## config.mk

```make
export PLATFORM = sky130hd
export DESIGN_NAME = ifetch_queue
export DESIGN_NICKNAME = d
export VERILOG_FILES = /design/src/rtl/ifetch_queue_pkg.sv /design/src/rtl/sync_fifo.sv /design/src/rtl/ifetch_queue.sv
export SDC_FILE = /design/constraint.sdc
export NUM_CORES = 1
export LEC_CHECK = 0
export CAP_MARGIN = 40
export CELL_PAD_IN_SITES_DETAIL_PLACEMENT = 0
export CELL_PAD_IN_SITES_GLOBAL_PLACEMENT = 1
export CORE_UTILIZATION = 50
export DETAILED_ROUTE_END_ITERATION = 16
export PLACE_DENSITY = 0.89
export SYNTH_ARGS = -nofsm -noshare
export SYNTH_HDL_FRONTEND = slang
export SYNTH_HIERARCHICAL = 1
export SYNTH_SLANG_ARGS = --single-unit
```

## constraint.sdc

```tcl
create_clock -name clk -period 6.45 [get_ports clk]
set_input_delay 1.29 -clock clk [delete_from_list [all_inputs] [get_ports clk]]
set_output_delay 1.29 -clock clk [all_outputs]
set_load 0.01 [all_outputs]
```

## src/rtl/ifetch_queue_pkg.sv

```systemverilog
// Shared types and defaults for the instruction fetch queue.
package ifetch_queue_pkg;

    localparam int          DEPTH_DEFAULT    = 4;
    localparam logic [31:0] RESET_PC_DEFAULT = 32'h0000_0000;
    localparam logic [31:0] NOP              = 32'h0000_0000;

    typedef struct packed {
        logic [31:0] insn;
        logic [31:0] pcplus4;
    } entry_t;

    localparam int ENTRY_W = $bits(entry_t);

    // Sequential word address; wraps from 32'hFFFF_FFFC to 0.
    function automatic logic [31:0] nextPc(input logic [31:0] pc);
        return pc + 32'd4;
    endfunction

endpackage

```

## src/rtl/sync_fifo.sv

```systemverilog
// Single-clock FIFO with flush and occupancy output; storage is not reset.
module sync_fifo #(
    parameter int DATA_W = 64,
    parameter int DEPTH  = 4,
    localparam int AW    = (DEPTH > 1) ? $clog2(DEPTH) : 1,
    localparam int CW    = $clog2(DEPTH) + 1
) (
    input  logic              clk,
    input  logic              rst,
    input  logic              push,
    input  logic [DATA_W-1:0] pushData,
    input  logic              pop,
    input  logic              flush,
    output logic [DATA_W-1:0] popData,
    output logic [CW-1:0]     occupancy
);

    logic [DATA_W-1:0] mem [DEPTH];
    logic [AW-1:0]     wrPtr;
    logic [AW-1:0]     rdPtr;
    logic [CW-1:0]     count;
    logic              doPush;
    logic              doPop;

    // Flush wins over both push and pop in the same cycle.
    assign doPush = push && !flush;
    assign doPop  = pop && (count != '0) && !flush;

    always_ff @(posedge clk) begin
        if (rst || flush) begin
            wrPtr <= '0;
            rdPtr <= '0;
            count <= '0;
        end else begin
            if (doPush) wrPtr <= wrPtr + 1'b1;
            if (doPop)  rdPtr <= rdPtr + 1'b1;
            count <= count + CW'(doPush) - CW'(doPop);
        end
    end

    always_ff @(posedge clk) begin
        if (doPush) mem[wrPtr] <= pushData;
    end

    assign popData   = mem[rdPtr];
    assign occupancy = count;

    a_noOverflow: assert property (@(posedge clk) disable iff (rst)
        doPush |-> (count < CW'(DEPTH)) || doPop);
    a_countBound: assert property (@(posedge clk) disable iff (rst)
        count <= CW'(DEPTH));

endmodule

```

## src/rtl/ifetch_queue.sv

```systemverilog
// Instruction fetch queue: credit-limited request issue, in-order response
// capture, and redirect handling that discards responses to stale requests.
module ifetch_queue
    import ifetch_queue_pkg::*;
#(
    parameter int          DEPTH    = DEPTH_DEFAULT,
    parameter logic [31:0] RESET_PC = RESET_PC_DEFAULT
) (
    input  logic        clk,
    input  logic        rst,
    output logic        imem_req,
    output logic [31:0] imem_addr,
    input  logic        imem_gnt,
    input  logic        imem_rvalid,
    input  logic [31:0] imem_rdata,
    input  logic        redirect,
    input  logic [31:0] redirect_pc,
    input  logic        deq,
    output logic        validF,
    output logic [31:0] insF,
    output logic [31:0] pcplus4F
);

    localparam int CW = $clog2(DEPTH) + 1;

    logic [31:0]   fetchPc;
    logic [31:0]   respPc;
    logic [CW-1:0] occ;
    logic [CW-1:0] outst;
    logic [CW-1:0] drop;
    logic [CW:0]   credits;
    logic          grant;
    logic          enq;
    logic          pop;
    entry_t        tailEntry;
    entry_t        headEntry;

    // Every held entry and every in-flight request consumes one slot.
    assign credits   = {1'b0, occ} + {1'b0, outst};
    assign imem_req  = !rst && !redirect && (credits < (CW+1)'(DEPTH));
    assign imem_addr = fetchPc;
    assign grant     = imem_req && imem_gnt;

    assign enq       = imem_rvalid && (drop == '0) && !redirect;
    assign pop       = deq && validF && !redirect;
    assign tailEntry = '{insn: imem_rdata, pcplus4: nextPc(respPc)};

    always_ff @(posedge clk) begin
        if (rst) begin
            fetchPc <= RESET_PC;
            respPc  <= RESET_PC;
            outst   <= '0;
            drop    <= '0;
        end else if (redirect) begin
            // Every request still in flight is now stale, including ones
            // already marked for dropping; outst counts all of them.
            fetchPc <= redirect_pc;
            respPc  <= redirect_pc;
            outst   <= outst - CW'(imem_rvalid);
            drop    <= outst - CW'(imem_rvalid);
        end else begin
            if (grant) fetchPc <= nextPc(fetchPc);
            if (enq)   respPc  <= nextPc(respPc);
            outst <= outst + CW'(grant) - CW'(imem_rvalid);
            if (imem_rvalid && (drop != '0)) drop <= drop - 1'b1;
        end
    end

    sync_fifo #(
        .DATA_W (ENTRY_W),
        .DEPTH  (DEPTH)
    ) u_entries (
        .clk       (clk),
        .rst       (rst),
        .push      (enq),
        .pushData  (tailEntry),
        .pop       (pop),
        .flush     (redirect),
        .popData   (headEntry),
        .occupancy (occ)
    );

    assign validF   = (occ != '0);
    assign insF     = validF ? headEntry.insn    : NOP;
    assign pcplus4F = validF ? headEntry.pcplus4 : 32'h0;

    a_creditBound: assert property (@(posedge clk) disable iff (rst)
        credits <= (CW+1)'(DEPTH));
    a_noOrphanResp: assert property (@(posedge clk) disable iff (rst)
        imem_rvalid |-> (outst != '0));
    a_dropWithinOutst: assert property (@(posedge clk) disable iff (rst)
        drop <= outst);
    a_enqNotFull: assert property (@(posedge clk) disable iff (rst)
        enq |-> (occ < CW'(DEPTH)) || pop);

endmodule

```

# Yosys cells after proc, flatten, opt, wreduce, memory -nomap -nowiden
# Memory sizes are Yosys's and may differ from the RTL's. A register that Yosys moved wholly into a read port is not among the register bits.
# Cells that the tools add are included.
[word_totals] memories=1 reg_bits=77 in_bits=70 mem_bits_rw=256
[op_classes] mux=13 order_cmp=1 n_reduce_logical=20 addsub=11
[memory_table] memory="u_entries.mem" words=4 word_bits=64 read_ports=1 rd_ports_with_merged_regs=1 write_ports=1 line_no="sync_fifo.sv:18" text="logic [DATA_W-1:0] mem [DEPTH];"
[ops] operator="$mux 32" count=6
[ops] operator="$add 32x3->32 const B" count=2
[ops] operator="$logic_and 1x1->1" count=11
[ops] operator="$mux 3" count=3
[ops] operator="$sub 3x1->3" count=3
[ops] operator="$add 3x1->3" count=2
[ops] operator="$reduce_bool 2->1" count=3
[ops] operator="$reduce_bool 3->1" count=2
[ops] operator="$add 2x1->2 const B" count=2
[ops] operator="$add 3x3->4" count=1
[ops] operator="$lt 4x3->1 const B" count=1
[ops] operator="$mux 2" count=2
[ops] operator="$logic_not 3->1" count=1
[ops] operator="$sub 3x1->3 const B" count=1
[ops] operator="$logic_not 1->1" count=2
[ops] operator="$mux 1" count=2
[ops] operator="$logic_or 1x1->1" count=1

# Logic depth before layout (Yosys ltp)
# Gate-level depths: netlist (run 1).
[depth] word_depth=7 ltp_mapped=14 depth_no_buf=12

# Hierarchy
# The synthesis (run 1) kept the hierarchy.
[by_module_without_submodules] module="sync_fifo" area_per_inst_um2=9798.1 cells_each=381 instances=1
[by_module_without_submodules] module="ifetch_queue" area_per_inst_um2=4749.6 cells_each=627 instances=1

# Worst setup path after synthesis (run 1)
# Ideal clock, no wire load.
[synth_path] kind="input to register" startpoint="input redirect" endpoint="memory u_entries.mem[0][0], enable pin" arrival_ns=3.852 stages=6 slack_ns=2.170 path_buffers=3 path_cell_list="buf_2 -> buf_1 -> clkbuf_1 -> nor2_1 -> nor2b_1 -> and2_1"
[synth_between] elab_chain_cells=5
[synth_rtl] item="start: declaration" line_no="ifetch_queue.sv:16" text="input logic redirect,"
[synth_rtl] item="$logic_not 1->1" line_no="ifetch_queue.sv:44" text="assign enq = imem_rvalid && (drop == '0) && !redirect;"
[synth_rtl] item="$logic_and 1x1->1" line_no="ifetch_queue.sv:44"
[synth_rtl] item="net enq" line_no="ifetch_queue.sv:33" text="logic enq;"
[synth_rtl] item="$logic_and 1x1->1" line_no="sync_fifo.sv:26" text="assign doPush = push && !flush;"
[synth_rtl] item="$mux 1" line_no="sync_fifo.sv:42" text="if (doPush) mem[wrPtr] <= pushData;"
[synth_rtl] item="$mux 1 (implied by the code)" line_no="sync_fifo.sv:42"
[synth_rtl] item="end: declaration" line_no="sync_fifo.sv:18"
# The timed path passes the listed nets, and every way through them passes these cells.

# Worst setup path in the final report (run 1)
[layout_path] startpoint="input redirect" endpoint="register outst[2]"
[layout_between] elab_chain_cells=7
[layout_rtl] item="$logic_not 1->1" line_no="ifetch_queue.sv:40" text="assign imem_req = !rst && !redirect && (credits < (CW+1)'(DEPTH));"
[layout_rtl] item="$logic_and 1x1->1 (2 in a row)" line_no="ifetch_queue.sv:40"
[layout_rtl] item="$logic_and 1x1->1" line_no="ifetch_queue.sv:42" text="assign grant = imem_req && imem_gnt;"
[layout_rtl] item="$add 3x1->3" line_no="ifetch_queue.sv:64" text="outst <= outst + CW'(grant) - CW'(imem_rvalid);"
[layout_rtl] item="$sub 3x1->3" line_no="ifetch_queue.sv:64"
[layout_rtl] item="$mux 3 *" line_no="ifetch_queue.sv:54" text="end else if (redirect) begin"
[layout_rtl] item="end signal: assignment" line_no="ifetch_queue.sv:59" text="outst <= outst - CW'(imem_rvalid);"
[layout_rtl] item="end signal: assignment" line_no="ifetch_queue.sv:64"
[layout_rtl] item="end: declaration" line_no="ifetch_queue.sv:29" text="logic [CW-1:0] outst;"
# Every way passes the cells marked *; elsewhere a longest branch is shown, timed or not.
# A chain may end at the register's enable or synchronous reset.

==> qor.yml, run 1 <==
status:
  outcome: "finished, final reports clean"
worst_setup_path:
  worstSetupStartpointType: "primary input"
  crit_fanout: 58
  crit_required_ns: 6.83
  r2r_cells: 12
  cp.arrival_ns: 4.72
  critical_path.endpoint_type: "register"
  path_class: "primary input to register"
sta:
  relSlewSlack_pct: 49.2
  hold_viol_final: 0
  worst_pin_slew_ns: 0.762
  rsz0062_at_grt: "no"
  drv_slew: 0
  finalSetupViolCount: 0
  min_period_ns: 4.34
  max_freq_mhz: 230
  skew_ns: 0.0147
  finalCritPeriodShare_pct: 67.3
  tns_ns: 0
global_route:
  grt_pass1_wl_um: 48700
  grt_max_degree: 70
  grt_pass1_vias: 8844
  antenna_found_initial: 0
  grt_util_all_layers_pct: 20.9
  grt-ovfl-total: 0
die:
  start_util_pct: 50.8
  die_h_um: 173
  ios: 168
  design.die.area_sq_um: 29800
  rows: 62
  core-area_sq_um: 28600
  die_width_um: 173
placed_design:
  portBuffers: 167
  gp_congestion: 0.830
  place_area_sq_um: 16600
  hpwl_um: 19400
pwr:
  power_mw: 4.62
  power.share.clock_pct: 41.3
  ir_drop_mv: 0.171
  power_leakage_nw: 5.79
  seq_power_share_pct: 52.4
  power_density_nw_per_um2: 261
  internal-power_mw: 3.63
  switching_share_pct: 21.4
  power_switching_uw: 989
  p_comb_share_pct: 6.3
finish:
  final_area_sq_um: 17700
  num-nets-final: 1262
  drive_gt1_share_pct: 12.3
  n_antenna_cell: 0
  syn2layout_area_growth_pct: 21.6
worst_hold_path:
  hold_path.class: "register to register"
  hold_depth: 2
logic_synthesis:
  synth_seq_cells: 335
  yosysWarnings: 6
  syn_area_sq_um: 14500
  synth_cells: 1008
  async_reset_ff_share_pct: 0
  avgSynthCellArea_sq_um: 14.4
  synth_cell_types: 56
  synth_fp_nets: 1096
  ys_seq_area_share_pct: 63.7
  synthFlopType: "edfxtp_1"
  synth_edf_count: 256
detailed_routing:
  vias: 8848
  drtPass1Iterations: 5
  drc_errors: 0
  wirelength_um: 30800
  avgRoutedWirePerCell_um: 19.5
  drt-initial-drc-count: 720
  via_per_inst: 5.59
  ant_nets: 0
clock_network:
  clock_latency_ns: 0.52
  cts_resized: 0
  cts_tree: "done"
  clock_sinks: 335
  cts_made_buffers: 35
  clk_path_buf_depth: 3
  h-tree-depth: 2
  root_buffer: "clkbuf_16"
  clkTransAtPathRegs_ns: 0.06
  postCtsSetupBuffers: 0
  hold_buffers: 0
job:
  cap_violations: 0
-- worst paths after layout --
path | from | endpoint | slack, ns
max | redirect | outst[2] | 2.11
min | imem_addr[0] | imem_addr[0] | 0.46
max reg2reg | u_entries/occupancy[2] | outst[2] | 2.73
min reg2reg | imem_addr[0] | imem_addr[0] | 0.46
-- metrics by stage --
stage	cells	hold WS [ns]	utilization (%)	setup WS, ns
final	1582	0.460	61.8	2.11
after global routing	1582	0.483	61.8	1.84
after CTS	1582	0.465	61.8	2.07
after detailed placement	1521	0.457	58.0	1.53
after global placement	1512	0.450	57.4	1.63
after floorplan	1008	0.460	-	2.17
-- power by group through the flow --
stage          Sequential, mW  Combinational (mW)  Clock [mW]
2_1_floorplan            2.46               0.155           0
3_3_place_gp             2.46               0.280           0
3_5_place_dp             2.46               0.291           0
4_1_cts                  2.42               0.294        1.96
5_1_grt                  2.42               0.322        2.03
6_report                 2.42               0.291        1.91
-- layer usage --
layer / vias up / routed length, um / GRT usage, %
met4: 0 / 534 / 5.99
li1: 4156 / - / -
met2: 293 / 14600 / 33.8
met1: 4357 / 13900 / 30.0
met5: - / 0 / 0
met3: 42 / 1740 / 2.64
-- layout make-up --
type	instances	area, sq um
fill	2083	10900
sequential	335	9270
multi-input combinational	579	4790
timing repair buffer	188	1930
clock buffer	45	935
tap	384	480
clock inverter	16	156
inverter	35	131
-- state kept, by name, summed over array words and instances (netlist names), named ones only --
name and count:
imem_addr 32, drop 3, u_entries/occupancy 3, u_entries/rdPtr 2, respPc 32, u_entries/mem 256
outst 3, u_entries/wrPtr 2
-- cells in the mapped netlist (15+ instances only) --
master    count  area share, %
ha_1         16            1.4
a21oi_1      30            1.0
edfxtp_1    256             53
a21boi_0     16           0.83
clkbuf_1     29           0.75
nand3_1      34            1.2
xor2_1       27            1.6
nor2_1       38           0.98
buf_2        17           0.58
a31oi_1      22           0.95
xnor2_1      40            2.4
nor3_1       15           0.52
inv_1        34           0.88
and2_1       72            3.1
mux4_2       60            9.3
nand4_1      23           0.99
dfxtp_1      79             11
nand2_1      67            1.7
o21ai_0      16           0.55
-- cell usage in the layout, fill, tap and decap left out, types with 10 or more instances in the layout --
master	instances
nor3_1	15
clkdlybuf4s50_1	165
and2_1	68
xor2_1	27
a31oi_1	22
edfxtp_1	256
xnor2_1	40
ha_1	16
nand3_1	34
and3_1	11
a211oi_1	10
nand4_1	23
a21boi_0	16
nand2_1	67
mux4_2	60
clkbuf_16	36
nor2_1	38
o21ai_0	16
a21oi_1	30
inv_1	34
dfxtp_1	77
buf_4	14
-- worst max-delay path, stage by stage --
cell,delay (ns)
buf_2,0.10
inv_1,0.04
buf_4,0.45
and4_1,0.80
inv_2,0.44
ha_1,0.42
inv_1,0.04
ha_1,0.18
fa_1,0.38
xor2_1,0.14
o21ai_0,0.19
xnor2_1,0.15
nor2_1,0.05
-- logic make-up (layout without fill, tap and decap cells) --
logic type               count (synthesis)  in the layout  share of synthesized area, %
AND/OR/NAND/NOR                        305            305                          11.4
AO/OA/AOI/OAI                          119            119                          5.27
adder cells (fa/ha/maj)                 18             18                          1.65
buffers and inverters                   94            284                          3.41
flip-flops                             335            335                          63.7
XOR/XNOR                                68             68                          4.20
multiplexers                            69             69                          10.4
Power figures use the tool's default switching activity.
==> run 2, diff against run 1 <==
--- a/config.mk
+++ b/config.mk
@@ -8,9 +8,9 @@
 export CAP_MARGIN = 40
 export CELL_PAD_IN_SITES_DETAIL_PLACEMENT = 0
 export CELL_PAD_IN_SITES_GLOBAL_PLACEMENT = 1
-export CORE_UTILIZATION = 50
+export CORE_UTILIZATION = 42
 export DETAILED_ROUTE_END_ITERATION = 16
-export PLACE_DENSITY = 0.89
+export PLACE_DENSITY = 0.8
 export SYNTH_ARGS = -nofsm -noshare
 export SYNTH_HDL_FRONTEND = slang
 export SYNTH_HIERARCHICAL = 1
==> constraint.sdc (replaced) <==
create_clock -name clk -period 3.5 [get_ports clk]
set_input_delay 0.7 -clock clk [delete_from_list [all_inputs] [get_ports clk]]
set_output_delay 0.7 -clock clk [all_outputs]
set_load 0.01 [all_outputs]
==> run 2 against run 1 <==
Combinational power up 89%. Sequential share of layout area decreased by 0.55 points. Clock-buffer cell count grew 1. Wire length rose by 0.50%. Clock power grew 93%. Via count down 0.76%. Total power up 88%. Cell count increased by 4.4%. Largest cell class unchanged. Critical endpoint is now pcplus4F[6]. Sequential cell count did not move.
==> qor.yml, run 2 (synthesis results as in run 1) <==
status:
  outcome: "finished, final reports clean"
worst_hold_path:
  worstHoldStart: "imem_addr[0]"
  min_to: "imem_addr[0]"
  hold_depth: 2
  hold_path.class: "register to register"
die:
  die_h_um: 188
  start_util_pct: 43.1
  die_width_um: 188
  rows: 67
  ios: 168
  core-area_sq_um: 33800
  design.die.area_sq_um: 35400
sta:
  finalCritPeriodShare_pct: 95.4
  worst_pin_slew_ns: 0.758
  finalSetupViolCount: 0
  hold_viol_final: 0
  rsz0062_at_grt: "no"
  tns_ns: 0
  relSlewSlack_pct: 49.5
  min_period_ns: 3.34
  max_freq_mhz: 299
  skew_ns: 0.0285
  drv_slew: 0
clock_network:
  cts_resized: 0
  clk_path_buf_depth: 3
  cts_tree: "done"
  clock_sinks: 335
  postCtsSetupBuffers: 0
  hold_buffers: 0
  clkTransAtPathRegs_ns: 0.06
  root_buffer: "clkbuf_16"
  cts_made_buffers: 36
  h-tree-depth: 2
  clock_latency_ns: 0.52
worst_setup_path:
  crit_fanout: 19
  cp_slowest_cell: "mux4_2"
  worstSetupStartpointType: "register"
  r2r-end: "outst[2]"
  cp_cell_sequence: "buf_4, mux4_2, and2_1, clkdlybuf4s50_1"
  path_class: "register to primary output"
  r2r_start: "u_entries/occupancy[2]"
  critical_path.endpoint_type: "primary output"
  crit_required_ns: 2.80
  worstPathBufferInverterCount: 2
  path_depth: 4
  cp.arrival_ns: 2.64
  critPathMaxStageDelay_ns: 0.55
  crit_family: "buffers and inverters"
  r2r_slack_ns: 0.77
  r2r_cells: 12
finish:
  top_register: "u_entries/mem"
  syn2layout_area_growth_pct: 22.9
  num-nets-final: 1269
  final_cell_mix: "edfxtp_1 (256), clkdlybuf4s50_1 (165), dfxtp_1 (77), and2_1 (68), nand2_1 (67)"
  n_antenna_cell: 0
  largest_reg_flops: 256
  final_common_cell: "edfxtp_1"
  drive_gt1_share_pct: 12.8
  final_area_sq_um: 17900
placed_design:
  gp_congestion: 0.841
  portBuffers: 167
  hpwl_um: 19900
  place_area_sq_um: 16700
detailed_routing:
  drc_errors: 0
  via_per_inst: 5.32
  drtPass1Iterations: 5
  drt-initial-drc-count: 542
  ant_nets: 0
  wirelength_um: 30900
  avgRoutedWirePerCell_um: 18.7
  vias: 8781
global_route:
  grt_pass1_vias: 8697
  antenna_found_initial: 0
  grt_util_all_layers_pct: 17.5
  grt_pass1_wl_um: 48400
  grt_max_degree: 70
  grt-ovfl-total: 0
pwr:
  ir_drop_mv: 0.318
  power_leakage_nw: 5.84
  power_density_nw_per_um2: 486
job:
  cap_violations: 0
==> run 2: cell types whose count changed in the layout (fill, tap and decap cells not counted), sizes merged <==
cell,change
clkdlybuf4s18,-1
bufinv,+1
inv,-2
buf,+7
clkbuf,+1
==> run 2: per-stage QoR <==
stage / utilization, % / power [mW] / hold WS (ns) / std cells / setup slack [ns]
finish: 52.9 / 8.69 / 0.468 / 1652 / 0.160
global route: 52.9 / 9.00 / 0.499 / 1652 / 0.0209
CTS: 52.9 / 8.77 / 0.471 / 1652 / 0.0996
detailed placement: 49.5 / 5.09 / 0.463 / 1591 / 0.469
global placement: 49.5 / 5.08 / 0.461 / 1590 / 0.499
floorplan: - / 4.81 / 0.460 / 1008 / 0.349
==> run 2: worst max path at each step <==
stage	startpoint	endpoint	slack (ns)
2_1_floorplan	rst	outst[2]	0.35
3_3_place_gp	imem_rvalid	u_entries/occupancy[2]	0.50
3_5_place_dp	imem_rvalid	u_entries/occupancy[2]	0.47
4_1_cts	register	pcplus4F[13]	0.1
5_1_grt	register	pcplus4F[11]	0.02
6_report	register	pcplus4F[6]	0.16
==> run 2: report_power, final <==
group          internal (mW)  switching [mW]
logic                  0.270           0.281
registers               4.37          0.0838
clock network           2.22            1.46
==> run 2: worst register-to-register path: stages, from the launching register on <==
cell     delay [ns]
dfxtp_1        0.41
ha_1           0.27
nor4_2         0.20
and4_1         0.27
inv_2          0.05
ha_1           0.26
inv_1          0.04
ha_1           0.19
fa_1           0.38
xor2_1         0.15
o21ai_0        0.19
xnor2_1        0.15
nor2_1         0.05
==> run 2: area by class of cell <==
class,count,area [sq um]
fill,2759,15900
sequential,335,9270
multi-input combinational,579,4790
timing repair buffer,194,1980
clock buffer,46,991
tap,448,561
clock inverter,15,160
inverter,35,131
==> run 2: layer usage <==
metal / routed length [um] / part of all wire [%] / GRT usage, % / vias up
met5: 0 / 0 / 0 / -
met4: 349 / 1.1 / 3.66 / 0
met3: 2110 / 6.8 / 3.59 / 31
met2: 14100 / 46 / 27.6 / 285
met1: 14400 / 46 / 24.9 / 4296
li1: - / - / - / 4169
==> run 3, diff against run 2 <==
--- a/config.mk
+++ b/config.mk
@@ -8,9 +8,10 @@
 export CAP_MARGIN = 40
 export CELL_PAD_IN_SITES_DETAIL_PLACEMENT = 0
 export CELL_PAD_IN_SITES_GLOBAL_PLACEMENT = 1
-export CORE_UTILIZATION = 42
+export CORE_UTILIZATION = 50
 export DETAILED_ROUTE_END_ITERATION = 16
-export PLACE_DENSITY = 0.8
+export PLACE_DENSITY = 0.89
+export SETUP_SLACK_MARGIN = 0.5
 export SYNTH_ARGS = -nofsm -noshare
 export SYNTH_HDL_FRONTEND = slang
 export SYNTH_HIERARCHICAL = 1
==> constraint.sdc (replaced) <==
create_clock -name clk -period 4.1 [get_ports clk]
set_input_delay 0.82 -clock clk [delete_from_list [all_inputs] [get_ports clk]]
set_output_delay 0.82 -clock clk [all_outputs]
set_load 0.01 [all_outputs]
==> run 3 against run 2 <==
Design area decreased by 0.77%. Die area shrank 16%. Critical path depth is 1 higher. Register-to-register slack better by 0.58 ns. Sequential power down 15%. Critical endpoint is now insF[19]. Largest cell class unchanged. Highest routed layer unchanged.
==> qor.yml, run 3 (synthesis results as in run 1) <==
clock_network:
  clock_latency_ns: 0.55
  root_buffer: "clkbuf_16"
  cts_made_buffers: 31
  cts_tree: "done"
  clock_sinks: 335
  h-tree-depth: 1
  clkTransAtPathRegs_ns: 0.06
  clk_path_buf_depth: 3
  cts_resized: 0
finish:
  final_common_cell: "edfxtp_1"
  top_register: "u_entries/mem"
  num-fill-cells: 2119
  largest_reg_flops: 256
  syn2layout_area_growth_pct: 22.0
  num-nets-final: 1262
  drive_gt1_share_pct: 13.0
  layoutNonFillerInstCount: 1582
  n_antenna_cell: 0
  final_cell_mix: "edfxtp_1 (256), clkdlybuf4s50_1 (165), dfxtp_1 (77), and2_1 (68), nand2_1 (67)"
worst_setup_path:
  crit_required_ns: 3.28
  critPathMaxStageDelay_ns: 0.65
  crit_family: "buffers and inverters"
  path_depth: 5
  r2r_cells: 10
  cp_slowest_cell: "or3_2"
  cp_cell_sequence: "or3_2, buf_12, buf_4, and2_1, clkdlybuf4s50_1"
  path_class: "register to primary output"
  critical_path.endpoint_type: "primary output"
  worstPathBufferInverterCount: 3
  worstSetupStartpointType: "register"
  crit_fanout: 41
  cp.arrival_ns: 2.62
sta:
  finalCritPeriodShare_pct: 83.9
  tns_ns: 0
  worst_pin_slew_ns: 0.770
  relSlewSlack_pct: 48.3
  hold_viol_final: 0
  drv_slew: 0
  skew_ns: 0.00937
  max_freq_mhz: 291
  rsz0062_at_grt: "no"
  min_period_ns: 3.44
  finalSetupViolCount: 0
pwr:
  power_leakage_nw: 5.82
  internal-power_mw: 5.90
  seq_power_share_pct: 51.3
  ir_drop_mv: 0.360
  p_comb_share_pct: 6.3
  power_switching_mw: 1.51
  switching_share_pct: 20.4
  power.share.clock_pct: 42.5
  power_density_nw_per_um2: 418
placed_design:
  hpwl_um: 18500
  dp.cells: 1524
  portBuffers: 167
  gp_congestion: 0.800
die:
  rows: 62
  start_util_pct: 50.8
  die_h_um: 173
  core-area_sq_um: 28600
  design.die.area_sq_um: 29800
  ios: 168
  die_width_um: 173
detailed_routing:
  vias: 8781
  drt-initial-drc-count: 611
  wirelength_um: 29500
  drc_errors: 0
  ant_nets: 0
  via_per_inst: 5.55
  drtPass1Iterations: 5
  avgRoutedWirePerCell_um: 18.6
global_route:
  grt_util_all_layers_pct: 19.8
  grt_max_degree: 70
  antenna_found_initial: 0
  grt-ovfl-total: 0
  grt_pass1_vias: 8663
  grt_pass1_wl_um: 47100
worst_hold_path:
  hold_path.class: "register to register"
  hold_depth: 2
status:
  outcome: "finished, final reports clean"
job:
  cap_violations: 0
==> run 3: cell types whose count changed in the layout (fill, tap and decap cells not counted), moves of 3 or more <==
cell,delta
clkbuf_16,-7
clkinv_1,-5
buf_12,-3
clkbuf_1,-3
bufinv_16,+5
==> run 3: final cells by class <==
cell class / count / area (sq um) / area share [%]
sequential: 335 / 9270 / 52.3
clock buffer: 38 / 832 / 4.69
inverter: 35 / 131 / 0.740
timing repair buffer: 192 / 1930 / 10.9
multi-input combinational: 579 / 4790 / 27.0
tap: 384 / 480 / 2.71
clock inverter: 19 / 307 / 1.73
==> run 3: worst paths after layout <==
check | startpoint | end | slack (ns)
worst min register to register | imem_addr[0] | imem_addr[0] | 0.48
worst min-delay path | imem_addr[0] | imem_addr[0] | 0.48
worst max-delay path | u_entries/occupancy[0] | insF[19] | 0.66
worst max register to register | u_entries/occupancy[0] | u_entries/occupancy[2] | 1.35
==> run 3: per-stage QoR <==
stage,setup WS [ns],hold slack [ns],utilization [%],area [sq um],power [mW]
after detailed placement,0.678,0.479,58.0,16600,4.34
after CTS,0.606,0.487,62.0,17700,7.47
after global placement,0.751,0.467,57.9,16600,4.32
final,0.659,0.485,62.0,17700,7.41
after global routing,0.520,0.506,62.0,17700,7.64
after floorplan,0.829,0.460,-,14600,4.11
==> run 3: what timing repair did <==
action | 4_1_cts | 5_1_grt
setup endpoints to repair | 14 | 0
hold buffers | 0 | 0
buffers inserted | 1 | 0
==> run 3: power by group through the flow <==
stage / clock (mW) / sequential, mW / combinational, mW
after global routing: 3.32 / 3.81 / 0.510
after detailed placement: 0 / 3.87 / 0.463
after floorplan: 0 / 3.86 / 0.245
final: 3.15 / 3.80 / 0.464
after global placement: 0 / 3.87 / 0.452
after CTS: 3.21 / 3.80 / 0.467
==> run 3: routing by layer <==
metal  wire length, um  share of wire, %  vias up  global-route usage [%]
met2             13600                46      309                    31.8
met1             13700                46     4302                    28.9
li1                  -                 -     4135                       -
met4               449               1.5        0                    4.24
met3              1800               6.1       35                    3.01
met5                 0                 0        -                       0
==> run 3: worst reg2reg max path: stages (launching register included) <==
cell	delay (ns)
dfxtp_1	0.35
or3_2	0.65
and3_1	0.26
o31ai_1	0.13
nor2_1	0.09
ha_1	0.29
inv_1	0.04
ha_1	0.18
fa_1	0.38
xor3_1	0.19
nor3_1	0.13
==> edit, RTL diff (config.mk and constraints of run 1) <==
Reset style: asynchronous (`rst`), changed in one clocked block.
--- a/src/rtl/ifetch_queue.sv
+++ b/src/rtl/ifetch_queue.sv
@@ -45,7 +45,7 @@
     assign pop       = deq && validF && !redirect;
     assign tailEntry = '{insn: imem_rdata, pcplus4: nextPc(respPc)};
 
-    always_ff @(posedge clk) begin
+    always_ff @(posedge clk or posedge rst) begin
         if (rst) begin
             fetchPc <= RESET_PC;
             respPc  <= RESET_PC;
Check against the original RTL: differs if rst is asserted again (counterexample within 4 cycles, from zero or initial values and one cycle with rst high); with rst held inactive, the same outputs for 4 cycles.
==> edit against run 1 <==
Sequential cell count did not move. Clock power rose by 4%. Maximum frequency fell by 0.40%. Routed wire length fell by 3.1%. Global-route usage fell by 0.66 points. Count of clock-buffer cells in the layout fell by 5. Area after synthesis rose by 1.2%. Worst setup slack got worse by 0.017 ns. Critical path depth fell by 9. Cell area rose by 0.93%. Total power rose by 7.5%. Clock skew rose by 0.0088 ns. Die area rose by 1.2%.
==> edit: results (changes against run 1) <==
[status]
outcome = finished, final reports clean

[detailed_routing]
wl_met3_mm = 1.995  ; +15%
routed_wl_mm = 29.83  ; -3.1%
first_iter_violations = 668  ; -7.2%
met2_length_mm = 13.82  ; -5.6%

[grt]
grt_pass1_wl_mm = 47.53  ; -2.4%
use_met2_pct = 31.51  ; -2.3 points
use_met1_pct = 30.26  ; +0.31 points
grt_max_degree = 88  ; +26%
first_global_vias = 8540  ; -3.4%

[layout]
area_delta_synth_final_pct = 21.33
multi_input_cells = 549  ; -5.2%
nonClkBufAreaFrac_pct = 10.52  ; -0.37 points
multi_input_area_share_pct = 25.77  ; -1.3 points
inverters = 34  ; -2.9%
final-clk-cell-share_pct = 6.410  ; +0.24 points
drive_above_1_share_pct = 13.49  ; +1.2 points
nets = 1228  ; -2.7%

[setup_path]
crit_path_max_incr_delay_ns = 0.64  ; -0.16 ns
crit_slowest_cell = clkdlybuf4s50_1
worstPathMaxFanout = 12  ; -79%

[yosys]
postSynthCellCount = 967  ; -4.1%
synthesis.nets = 1055  ; -3.7%
synth_xor_xnor_area_share_pct = 3.969  ; -0.23 points
synth_compound_area_share_pct = 4.029  ; -1.2 points

[placement]
placed_cell_area_um2 = 16710  ; +0.67%

[power_and_ir_drop]
intPower_mw = 3.844  ; +6.0%
combinationalPower_mw = 0.452  ; +55%

-- edit: cell types whose count changed in the layout (fill, tap and decap cells not counted), sizes merged, moves of 6 or more --
cell / run 1 / this run
dfrtp: 0 / 70
dfxtp: 79 / 9
o21ai: 16 / 49
a21oi: 30 / 5
a31oi: 22 / 5
o311ai: 2 / 17
a21boi: 16 / 4
o211ai: 3 / 14
a211oi: 10 / 0
nand4: 23 / 17
-- edit: worst paths after layout --
path | startpoint | to | slack (ns) | cells past startpoint
max | rst | imem_req | 2.09 | 4
min | outst[2] | outst[2] | 0.54 | 1
max reg2reg | drop[0] | u_entries/mem[0][27] | 3.10 | 7
min reg2reg | outst[2] | outst[2] | 0.54 | 1
max in group asynchronous | rst | imem_addr[28] | 4.20 | 4
min in group asynchronous | rst | imem_addr[1] | 1.34 | 2
